`src/rtl/seg7_capture.sv`:
```
// seg7_capture: rebuilds a 32-bit hex value, decimal points and blank flags by
// watching a multiplexed, active-low 8-digit seven-segment display bus.
`default_nettype none

module seg7_capture #(
  parameter int STABLE_CYCLES = 4
) (
  input  logic        clk,
  input  logic        rstn,
  input  logic [7:0]  AN,
  input  logic [7:0]  segment,
  output logic [31:0] disp_num,
  output logic [7:0]  point,
  output logic [7:0]  blank,
  output logic        frame_valid,
  output logic        err
);

  localparam logic [7:0] HIT_COUNT = 8'(STABLE_CYCLES - 2);

  logic [7:0]  an_q, seg_q, an_prev, seg_prev;
  logic [7:0]  stab_cnt;
  logic [7:0]  mask, mask_next;
  logic [31:0] stage_num;
  logic [7:0]  stage_pt, stage_blank;

  logic        same, one_low, capture, glyph_ok, is_blank;
  logic [7:0]  sel;
  logic [2:0]  idx;
  logic [6:0]  glyph;
  logic [3:0]  nib;

  // Input register plus a delayed copy; stability is judged on registered data only.
  always_ff @(posedge clk or negedge rstn) begin
    if (!rstn) begin
      an_q     <= 8'h00;
      seg_q    <= 8'h00;
      an_prev  <= 8'h00;
      seg_prev <= 8'h00;
    end else begin
      an_q     <= AN;
      seg_q    <= segment;
      an_prev  <= an_q;
      seg_prev <= seg_q;
    end
  end

  assign same = ({an_q, seg_q} == {an_prev, seg_prev});

  always_ff @(posedge clk or negedge rstn) begin
    if (!rstn) begin
      stab_cnt <= 8'h00;
    end else if (!same) begin
      stab_cnt <= 8'h00;
    end else if (stab_cnt != 8'hFF) begin
      stab_cnt <= stab_cnt + 8'h01;
    end
  end

  assign sel     = ~an_q;
  assign one_low = (sel != 8'h00) && ((sel & (sel - 8'h01)) == 8'h00);
  // The counter passes HIT_COUNT exactly once per held value, so this fires once.
  assign capture = same && (stab_cnt == HIT_COUNT) && one_low;

  always_comb begin
    idx = 3'd0;
    for (int i = 0; i < 8; i++) begin
      if (sel[i]) idx = 3'(i);
    end
  end

  assign glyph    = ~{seg_q[1], seg_q[2], seg_q[3], seg_q[4], seg_q[5], seg_q[6], seg_q[7]};
  assign is_blank = (seg_q == 8'hFF);

  always_comb begin
    nib      = 4'h0;
    glyph_ok = 1'b1;
    case (glyph)
      7'h3F: nib = 4'h0;
      7'h06: nib = 4'h1;
      7'h5B: nib = 4'h2;
      7'h4F: nib = 4'h3;
      7'h66: nib = 4'h4;
      7'h6D: nib = 4'h5;
      7'h7D: nib = 4'h6;
      7'h07: nib = 4'h7;
      7'h7F: nib = 4'h8;
      7'h6F: nib = 4'h9;
      7'h77: nib = 4'hA;
      7'h7C: nib = 4'hB;
      7'h39: nib = 4'hC;
      7'h5E: nib = 4'hD;
      7'h79: nib = 4'hE;
      7'h71: nib = 4'hF;
      default: begin
        nib      = 4'h0;
        glyph_ok = 1'b0;
      end
    endcase
  end

  // A full mask publishes on the following edge; a capture on that same edge
  // belongs to the next frame.
  always_comb begin
    mask_next = (mask == 8'hFF) ? 8'h00 : mask;
    if (capture) mask_next[idx] = 1'b1;
  end

  always_ff @(posedge clk or negedge rstn) begin
    if (!rstn) begin
      mask        <= 8'h00;
      stage_num   <= 32'h0;
      stage_pt    <= 8'h00;
      stage_blank <= 8'h00;
      err         <= 1'b0;
    end else begin
      mask <= mask_next;
      err  <= capture && !is_blank && !glyph_ok;
      if (capture) begin
        stage_num[{idx, 2'b00} +: 4] <= is_blank ? 4'h0 : nib;
        stage_pt[idx]                <= !is_blank && !seg_q[0];
        stage_blank[idx]             <= is_blank;
      end
    end
  end

  always_ff @(posedge clk or negedge rstn) begin
    if (!rstn) begin
      disp_num    <= 32'h0;
      point       <= 8'h00;
      blank       <= 8'hFF;
      frame_valid <= 1'b0;
    end else begin
      frame_valid <= (mask == 8'hFF);
      if (mask == 8'hFF) begin
        disp_num <= stage_num;
        point    <= stage_pt;
        blank    <= stage_blank;
      end
    end
  end

endmodule

`default_nettype wire

```
`config.mk`:
```
export PLATFORM = sky130hd
export DESIGN_NAME = seg7_capture
export DESIGN_NICKNAME = d
export VERILOG_FILES = /design/src/rtl/seg7_capture.sv
export SDC_FILE = /design/constraint.sdc
export NUM_CORES = 1
export LEC_CHECK = 0
export CORE_UTILIZATION = 60
export CTS_CLUSTER_DIAMETER = 60
export CTS_CLUSTER_SIZE = 24
export DETAILED_ROUTE_END_ITERATION = 16
export PLACE_DENSITY = 0.91
export SLEW_MARGIN = 20
export SYNTH_ARGS = -nofsm -noshare
export SYNTH_HDL_FRONTEND = slang
export SYNTH_SLANG_ARGS = --single-unit
```
`constraint.sdc`:
```
create_clock -name clk -period 4.4 [get_ports clk]
set_input_delay 1.1 -clock clk [delete_from_list [all_inputs] [get_ports clk]]
set_output_delay 1.1 -clock clk [all_outputs]
set_load 0.02 [all_outputs]
```
# Word level (Yosys, flattened, before mapping)
# Cells that the tools add are included.
# totals
register_bits	146
out_inout_bits	50
word_cells	79
# op_classes
bitwise	4
eq_ne	22
mux	19
reduce_logical	13
add_sub_neg	3
n_shift	2
order_cmp	2
# ops
op	n
7-bit == test, second input constant	12
4-bit case mux with 15 select lines	1
32-bit bitwise mux	1
8-bit two-way mux	4
4-bit by 7-bit variable shift with 32-bit output, first input constant	1
4-bit by 7-bit variable part select with 32-bit output	1
3-bit two-way mux	6
8-bit bitwise mux	2
16-bit == test	1
8-bit == test, second input constant	2
16-bit OR reduction	1
7-bit by 3-bit == test with 1-bit output, second input constant	2
7-bit by 6-bit == test with 1-bit output, second input constant	2
8-bit by 1-bit adder with 8-bit output, second input constant	1
8-bit bitwise AND	1
8-bit by 2-bit == test with 1-bit output, second input constant	1
8-bit zero test	1
8-bit inequality test, second input constant	1
8-bit inverter	1
8-bit bitwise OR	1
8-bit nonzero test	1
8-bit by 1-bit subtractor with 8-bit output, second input constant	1
1-bit logical AND	7
5-bit negation with 7-bit output	1
other kinds (8)	12

# Logic depth before layout (Yosys ltp)
# logic_depth
word_depth	14
depth_mapped	14

# Worst setup path before layout
# OpenSTA, ideal clock, no wires.
# synth_timing
path_type	reg-to-reg
startpoint	register an_q[2]
endpoint	register stage_num[24]
arrival_ns	2.812
stages_incl_launch_ff	14
path_slack_ns	1.463
path_buffers	2
cell_sequence	dfrtp_1 buf_2 inv_1 o21ai_0 a21boi_0 o21ai_0 clkbuf_1 inv_1 ha_1 ha_1 nor4_1 nand3_1 or3_1 mux2_2
# synth_via
elab_chain_cells	10
word_cells_on_any_way	19
# synth_rtl
item	line	text
start, declared	21	logic [7:0] an_q, seg_q, an_prev, seg_prev;
start signal, assigned	36	an_q <= 8'h00;
start signal, assigned	41	an_q <= AN;
8-bit inverter	60	assign sel = ~an_q;
3-bit two-way mux (6 in a row)	68	if (sel[i]) idx = 3'(i);
5-bit negation with 7-bit output	120	stage_num[{idx, 2'b00} +: 4] <= is_blank ? 4'h0 : nib;
4-bit by 7-bit variable part select with 32-bit output / 4-bit by 7-bit variable shift with 32-bit output (equally long branches)	120	
32-bit bitwise mux	120	
end signal, assigned by index	120	
end, declared	24	logic [31:0] stage_num;
# Several ways; a longest one is shown, not always the timed one.
# A chain may end at the register's enable or synchronous reset.

# Final worst setup path
# layout_timing
startpoint	register an_q[2]
endpoint	register stage_num[27]
# Same word-level chain as after synthesis.

==> run_results.csv <==
group,metric,value,unit
power,peakVddDrop,0.273,mV
synth,yosysTopAreaCell,"dfrtp_1",
timing,rsz0062_at_grt,"false",
power,p_sw_share,21.6,%
layout,utilization,76.0,%
power,power_frac_seq,46.4,%
layout,fill_cells,646,
floorplanning,die_area,0.0106,mm2
min_path,holdPathEnd,"blank[7]",
worst_setup_path,r2r_setup_slack,1100,ps
synth,syn_nets,573,
layout,area_growth_syn_to_layout,22.4,%
floorplanning,fp.coreArea,0.00982,mm2
synth,synth_common_cells,"149 x nand2_1, 138 x dfrtp_1, 36 x mux2_2, 20 x xor2_1",
global_route,antenna_found_initial,0,
worst_setup_path,reg2reg_from,"an_q[2]",
flow_run,cap_violations,0,
synth,synth_area,0.00610,mm2
worst_setup_path,cp_max_fo,11,
drt,drtPass1Iterations,5,
synth,ys_seq_area_share,60.1,%
power,pwr-share-clk,50.4,%
timing,finalClockSkew,8.15,ps
synth,synthArstFlopShare,100,%
outcome,outcome,"finished clean",
min_path,hold_path.class,"reg2reg",
power,combPwrFrac,3.3,%
layout,fin_area,0.00746,mm2
floorplanning,start_util,62.1,%
min_path,hold_depth,2,
timing,hold_viol_final,0,
global_route,grt_pass1_wl,21400,um
drt,drc,0,
global_route,overflow,0,
place,hpwl,8410,um
clock_tree,clock_latency,530,ps
drt,first_iter_violations,293,
synth,ys_types,58,
place,numPortBuffers,67,
clock_tree,postCtsResizedCells,0,
synth,syn_inst,550,
power,internal-power,2.35,mW
worst_setup_path,timing.rr.end,"stage_num[27]",
timing,fin_tns_setup,0,ps
power,power.leakage,3.65,nW
floorplanning,fp.dieH,103,um
layout,diodes,0,
drt,wl_per_cell,17.7,um
timing,fin_crit,3300,ps
worst_setup_path,cp-startpoint,"an_q[2]",
clock_tree,cts.clk_slew.worst_paths,60,ps
power,power,3.00,mW
synth,avgSynthCellArea,11.1,um2
place,place_area,0.00684,mm2
place,pre_cts_slack,1310,ps
clock_tree,htreeDepth,4,
synth,yosysMostFrequentCell,"nand2_1",
global_route,grt_pass1_vias,4338,
synth,yosysWarnings,0,
synth,ys_top_cells_by_area,"dfrtp_1 57%, nand2_1 9.2%, mux2_2 6.6%, dfstp_2 3.4%, xor2_1 2.9%",
floorplanning,rows,36,
synth,yosys.area.top_type_share,56.6,%
clock_tree,clockBufferDepth,2,
power,power_density,402,mW/mm2
worst_setup_path,required,4810,ps
global_route,gr-usage-all-layers,27.7,%
min_path,hold_start,"blank[7]",
timing,period_share,74.9,%
synth,synth_top_flop_cell,"dfrtp_1",
worst_setup_path,start_kind,"register",
layout,final_layout_size_suffix_gt1_share,15.2,%
clock_tree,cts_sinks,146,
worst_setup_path,cp-end-kind,"register",
synth,ys_ff_latch,146,
clock_tree,hold_buffers,0,
floorplanning,chipWidth,103,um
timing,fin_ws,1100,ps
synth,synth_edf_count,0,
clock_tree,cts_tree,"yes",
drt,ant_nets,0,
floorplanning,ios,68,
clock_tree,cts_buffers,17,
place,gp_congestion,0.882,
worst_setup_path,crit_type,"reg2reg",
timing,drv_slew,0,
timing,setup_violations,0,
worst_setup_path,r2r_cells,12,
clock_tree,postCtsSetupBuffers,0,
clock_tree,cts-root-buf,"clkbuf_8",
drt,postRouteWirelength,13400,um
timing,maxSlewHeadroom,40.9,%
global_route,grt_max_degree,101,
worst_setup_path,arrival,3710,ps
timing,worstMarginPinSlew,887,ps
layout,nets,634,
timing,maxClockFrequency,303,MHz
drt,viasPerCell,5.78,
drt,dr_total_vias,4373,
power,p_switching,647,uW
-- worst max-delay path: stages, from the launching register on --
cell	delay [ps]
dfrtp_1	530
inv_1	80
o21ai_0	220
a21boi_0	130
o21ai_0	210
buf_4	200
inv_1	70
ha_1	200
ha_1	340
nor4_1	340
nand3_1	110
or3_1	440
mux2_2	320
-- power by group through the flow --
| stage | Clock, mW | Sequential, mW | Combinational (mW) |
|---|---|---|---|
| 2_1_floorplan | 0 | 1.39 | 0.0586 |
| 3_3_place_gp | 0 | 1.41 | 0.0909 |
| 3_5_place_dp | 0 | 1.41 | 0.0949 |
| 4_1_cts | 1.52 | 1.39 | 0.0984 |
| 5_1_grt | 1.58 | 1.39 | 0.110 |
| 6_report | 1.51 | 1.39 | 0.0975 |
-- cell families (layout without fill, tap and decap cells) --
kind of cell | count (synthesis) | after routing | share of synthesized area (%)
fa+ha+maj | 5 | 5 | 1.03
flops | 146 | 146 | 60.1
compound gates | 46 | 46 | 5.17
buf+inv | 47 | 121 | 3.28
xor+xnor | 21 | 21 | 3.02
mux | 48 | 48 | 8.94
simple gates | 237 | 237 | 18.5
-- layout by cell type (no fill, tap or decap), types with 4 or more instances in the layout --
cell	count
a21o_1	8
a21oi_1	6
buf_4	5
bufinv_16	4
clkbuf_16	16
clkdlybuf4s50_1	66
dfrtp_1	138
dfstp_2	8
ha_1	5
inv_1	16
mux2_2	36
mux2_4	4
mux2i_1	8
nand2_1	149
nand3_1	8
nand4_1	10
nor2_1	18
nor2b_1	4
nor3_1	8
nor4_1	8
nor4b_1	4
o21ai_0	11
or3_1	5
xor2_1	20
-- how the worst max path moves through the flow --
| stage | end | depth (start not counted) |
|---|---|---|
| 2_1_floorplan | stage_num[24] | 13 |
| 3_3_place_gp | stage_num[24] | 12 |
| 3_5_place_dp | stage_num[27] | 12 |
| 4_1_cts | stage_num[27] | 12 |
| 5_1_grt | stage_num[27] | 12 |
| 6_report | stage_num[27] | 12 |
-- metal layers --
layer	up-vias	share of wire [%]	wire length [um]	global-route usage (%)
met4	0	2.5	337	12.4
met2	191	51	6860	46.4
met5	-	0	0	0
met1	2178	41	5460	34.0
met3	32	5.4	726	7.25
li1	1972	-	-	-
-- registers in the layout, indices dropped and copies added (netlist names) --
| name | count |
|---|---|
| err | 1 |
| stage_blank | 8 |
| blank | 8 |
| stab_cnt | 8 |
| seg_prev | 8 |
| mask | 8 |
| seg_q | 8 |
| disp_num | 32 |
| an_q | 8 |
| stage_pt | 8 |
| stage_num | 32 |
| frame_valid | 1 |
| point | 8 |
| an_prev | 8 |
-- layout make-up --
class | instances | area [um2] | area share (%)
clock inverters | 11 | 175 | 2.35
inverters | 17 | 63.8 | 0.855
flip-flops and latches | 146 | 3660 | 49.1
well taps | 133 | 166 | 2.23
multi-input cells | 357 | 2240 | 30.0
repair buffers | 72 | 709 | 9.51
clock buffers | 21 | 449 | 6.02
-- stage by stage --
stage,hold WS (ps),cells
4_1_cts,463,757
5_1_grt,487,757
3_5_place_dp,451,725
2_1_floorplan,349,550
3_3_place_gp,448,725
6_report,464,757
Power figures use the tool's default switching activity.
==> variant (config.mk and constraints unchanged) <==
Take the reset off `an_q` and load it in a clocked block of its own.
--- a/src/rtl/seg7_capture.sv
+++ b/src/rtl/seg7_capture.sv
@@ -35,3 +35,2 @@
     if (!rstn) begin
-      an_q     <= 8'h00;
       seg_q    <= 8'h00;
@@ -40,3 +39,2 @@
     end else begin
-      an_q     <= AN;
       seg_q    <= segment;
@@ -45,2 +43,6 @@
     end
+  end
+
+  always_ff @(posedge clk) begin
+    an_q <= AN;
   end
Check against the original RTL: same outputs for any inputs over 10 cycles, from zero or initial values and one cycle with rstn low; that may be too few to reach the edited logic, so the function may still have changed.
==> variant against the original RTL <==
Wire length down 4.1%. Sequential cell count is the same. Non-clock buffer count is 3 lower. Synthesized cell count rose by 1.3%. Cell area rose by 2.3%. Power down 5.5%. Worst setup slack improved by 0.0052 ns. Global-route usage decreased by 2.2 points. Synthesized area increased by 4.5%. Largest cell class unchanged. Highest routed layer unchanged.
==> variant: results <==
export IMPL_status="completed"
export IMPL_syn_num_nets=580
export IMPL_arrival_ns=3.70
export IMPL_grt_first_pass_wirelength_um=21500
export IMPL_critPathMaxFanout=8
export IMPL_tightest_slew_ns=1.07
export IMPL_hp_start="an_q[0]$_DFF_P_"
export IMPL_drive_gt1_share_pct=13.5
export IMPL_via_per_inst=5.68
export IMPL_clock_skew_ns=0.0114
export IMPL_cp_startpoint="an_q[4]$_DFF_P_"
export IMPL_netlist_area_leader_share_pct=51.1
export IMPL_min_path_cells=0
export IMPL_vdd_drop_max_mv=0.304
export IMPL_finalSetupViolations=0
export IMPL_synthTopCellsByArea="dfrtp_1 51%, nand2_1 8.4%, mux2_1 5.5%, nor4_4 3.3%, dfstp_2 3.3%"
export IMPL_p_leak_nw=3.69
export IMPL_grt_max_degree=78
export IMPL_seq_area_frac_synth_pct=56.9
export IMPL_port_buffers=67
export IMPL_routedWlPerCell_um=16.8
export IMPL_nNetsFinal=639
export IMPL_ys_async_sr_fraction_pct=94.5
export IMPL_grtUsageTotal_pct=25.5
export IMPL_postPlaceCellArea_um2=7080
export IMPL_hpwl_um=8330
export IMPL_r2r_cells=9
export IMPL_grt_pass1_vias=4330
export IMPL_synth_top_cells_by_count="143 x nand2_1, 130 x dfrtp_1, 31 x mux2_1"
export IMPL_routabilityCongestion=0.844
## variant: stage by stage
| step | setup WS, ns | cells |
|---|---|---|
| after floorplan | 1.42 | 557 |
| after global placement | 1.30 | 733 |
| after detailed placement | 1.17 | 733 |
| after CTS | 1.13 | 765 |
| after global routing | 0.965 | 765 |
| final | 1.11 | 765 |
## variant: layer usage
metal  track usage [%]  wire length [µm]
met5                 0                 0
met4              9.56               157
met3              6.11               482
met1              32.2              5570
met2              42.7              6620
## variant: cell families (layout without fill, tap and decap cells)
kind of cell | Yosys count | count (layout) | share of synthesized area (%)
flops | 146 | 146 | 56.9
xor+xnor | 21 | 21 | 2.89
fa+ha+maj | 5 | 5 | 0.982
mux | 49 | 49 | 8.68
buf+inv | 43 | 115 | 3.34
compound gates | 50 | 50 | 5.12
simple gates | 243 | 243 | 22.1
## variant: layout make-up
| cell class | count | area, µm² | share of cell area [%] |
|---|---|---|---|
| Sequential cell | 146 | 3620 | 47.5 |
| Multi-Input combinational cell | 368 | 2540 | 33.2 |
| Timing Repair Buffer | 69 | 696 | 9.11 |
| Clock buffer | 19 | 432 | 5.65 |
| Tap cell | 136 | 170 | 2.23 |
| Clock inverter | 13 | 126 | 1.65 |
| Inverter | 14 | 52.6 | 0.688 |
## variant: worst paths after layout
kind                                            endpoint  slack (ns)
worst max register to register  stage_num[3]$_DFFE_PN0P_        1.11
max in group asynchronous       stage_num[7]$_DFFE_PN0P_        2.90
min in group asynchronous       disp_num[24]$_DFFE_PN0P_        0.63
worst max-delay path            stage_num[3]$_DFFE_PN0P_        1.11
worst min-delay path                an_prev[0]$_DFF_PN0_        0.45
worst min register to register      an_prev[0]$_DFF_PN0_        0.45
## variant: report_power, final
group	switching [W]	internal (W)
Clock	0.000569	0.000772
Combinational	0.0000646	0.0000402
Sequential	0.0000295	0.00136
## variant: critical path: stages (launching register included)
cell and delay (ns):
dfxtp_1 0.52, and2_1 0.25, o21ai_0 0.16, and3_1 0.24, ha_1 0.21, ha_1 0.34, or2_2 0.36, or4b_4 0.51
nor3_4 0.22, mux2_1 0.36
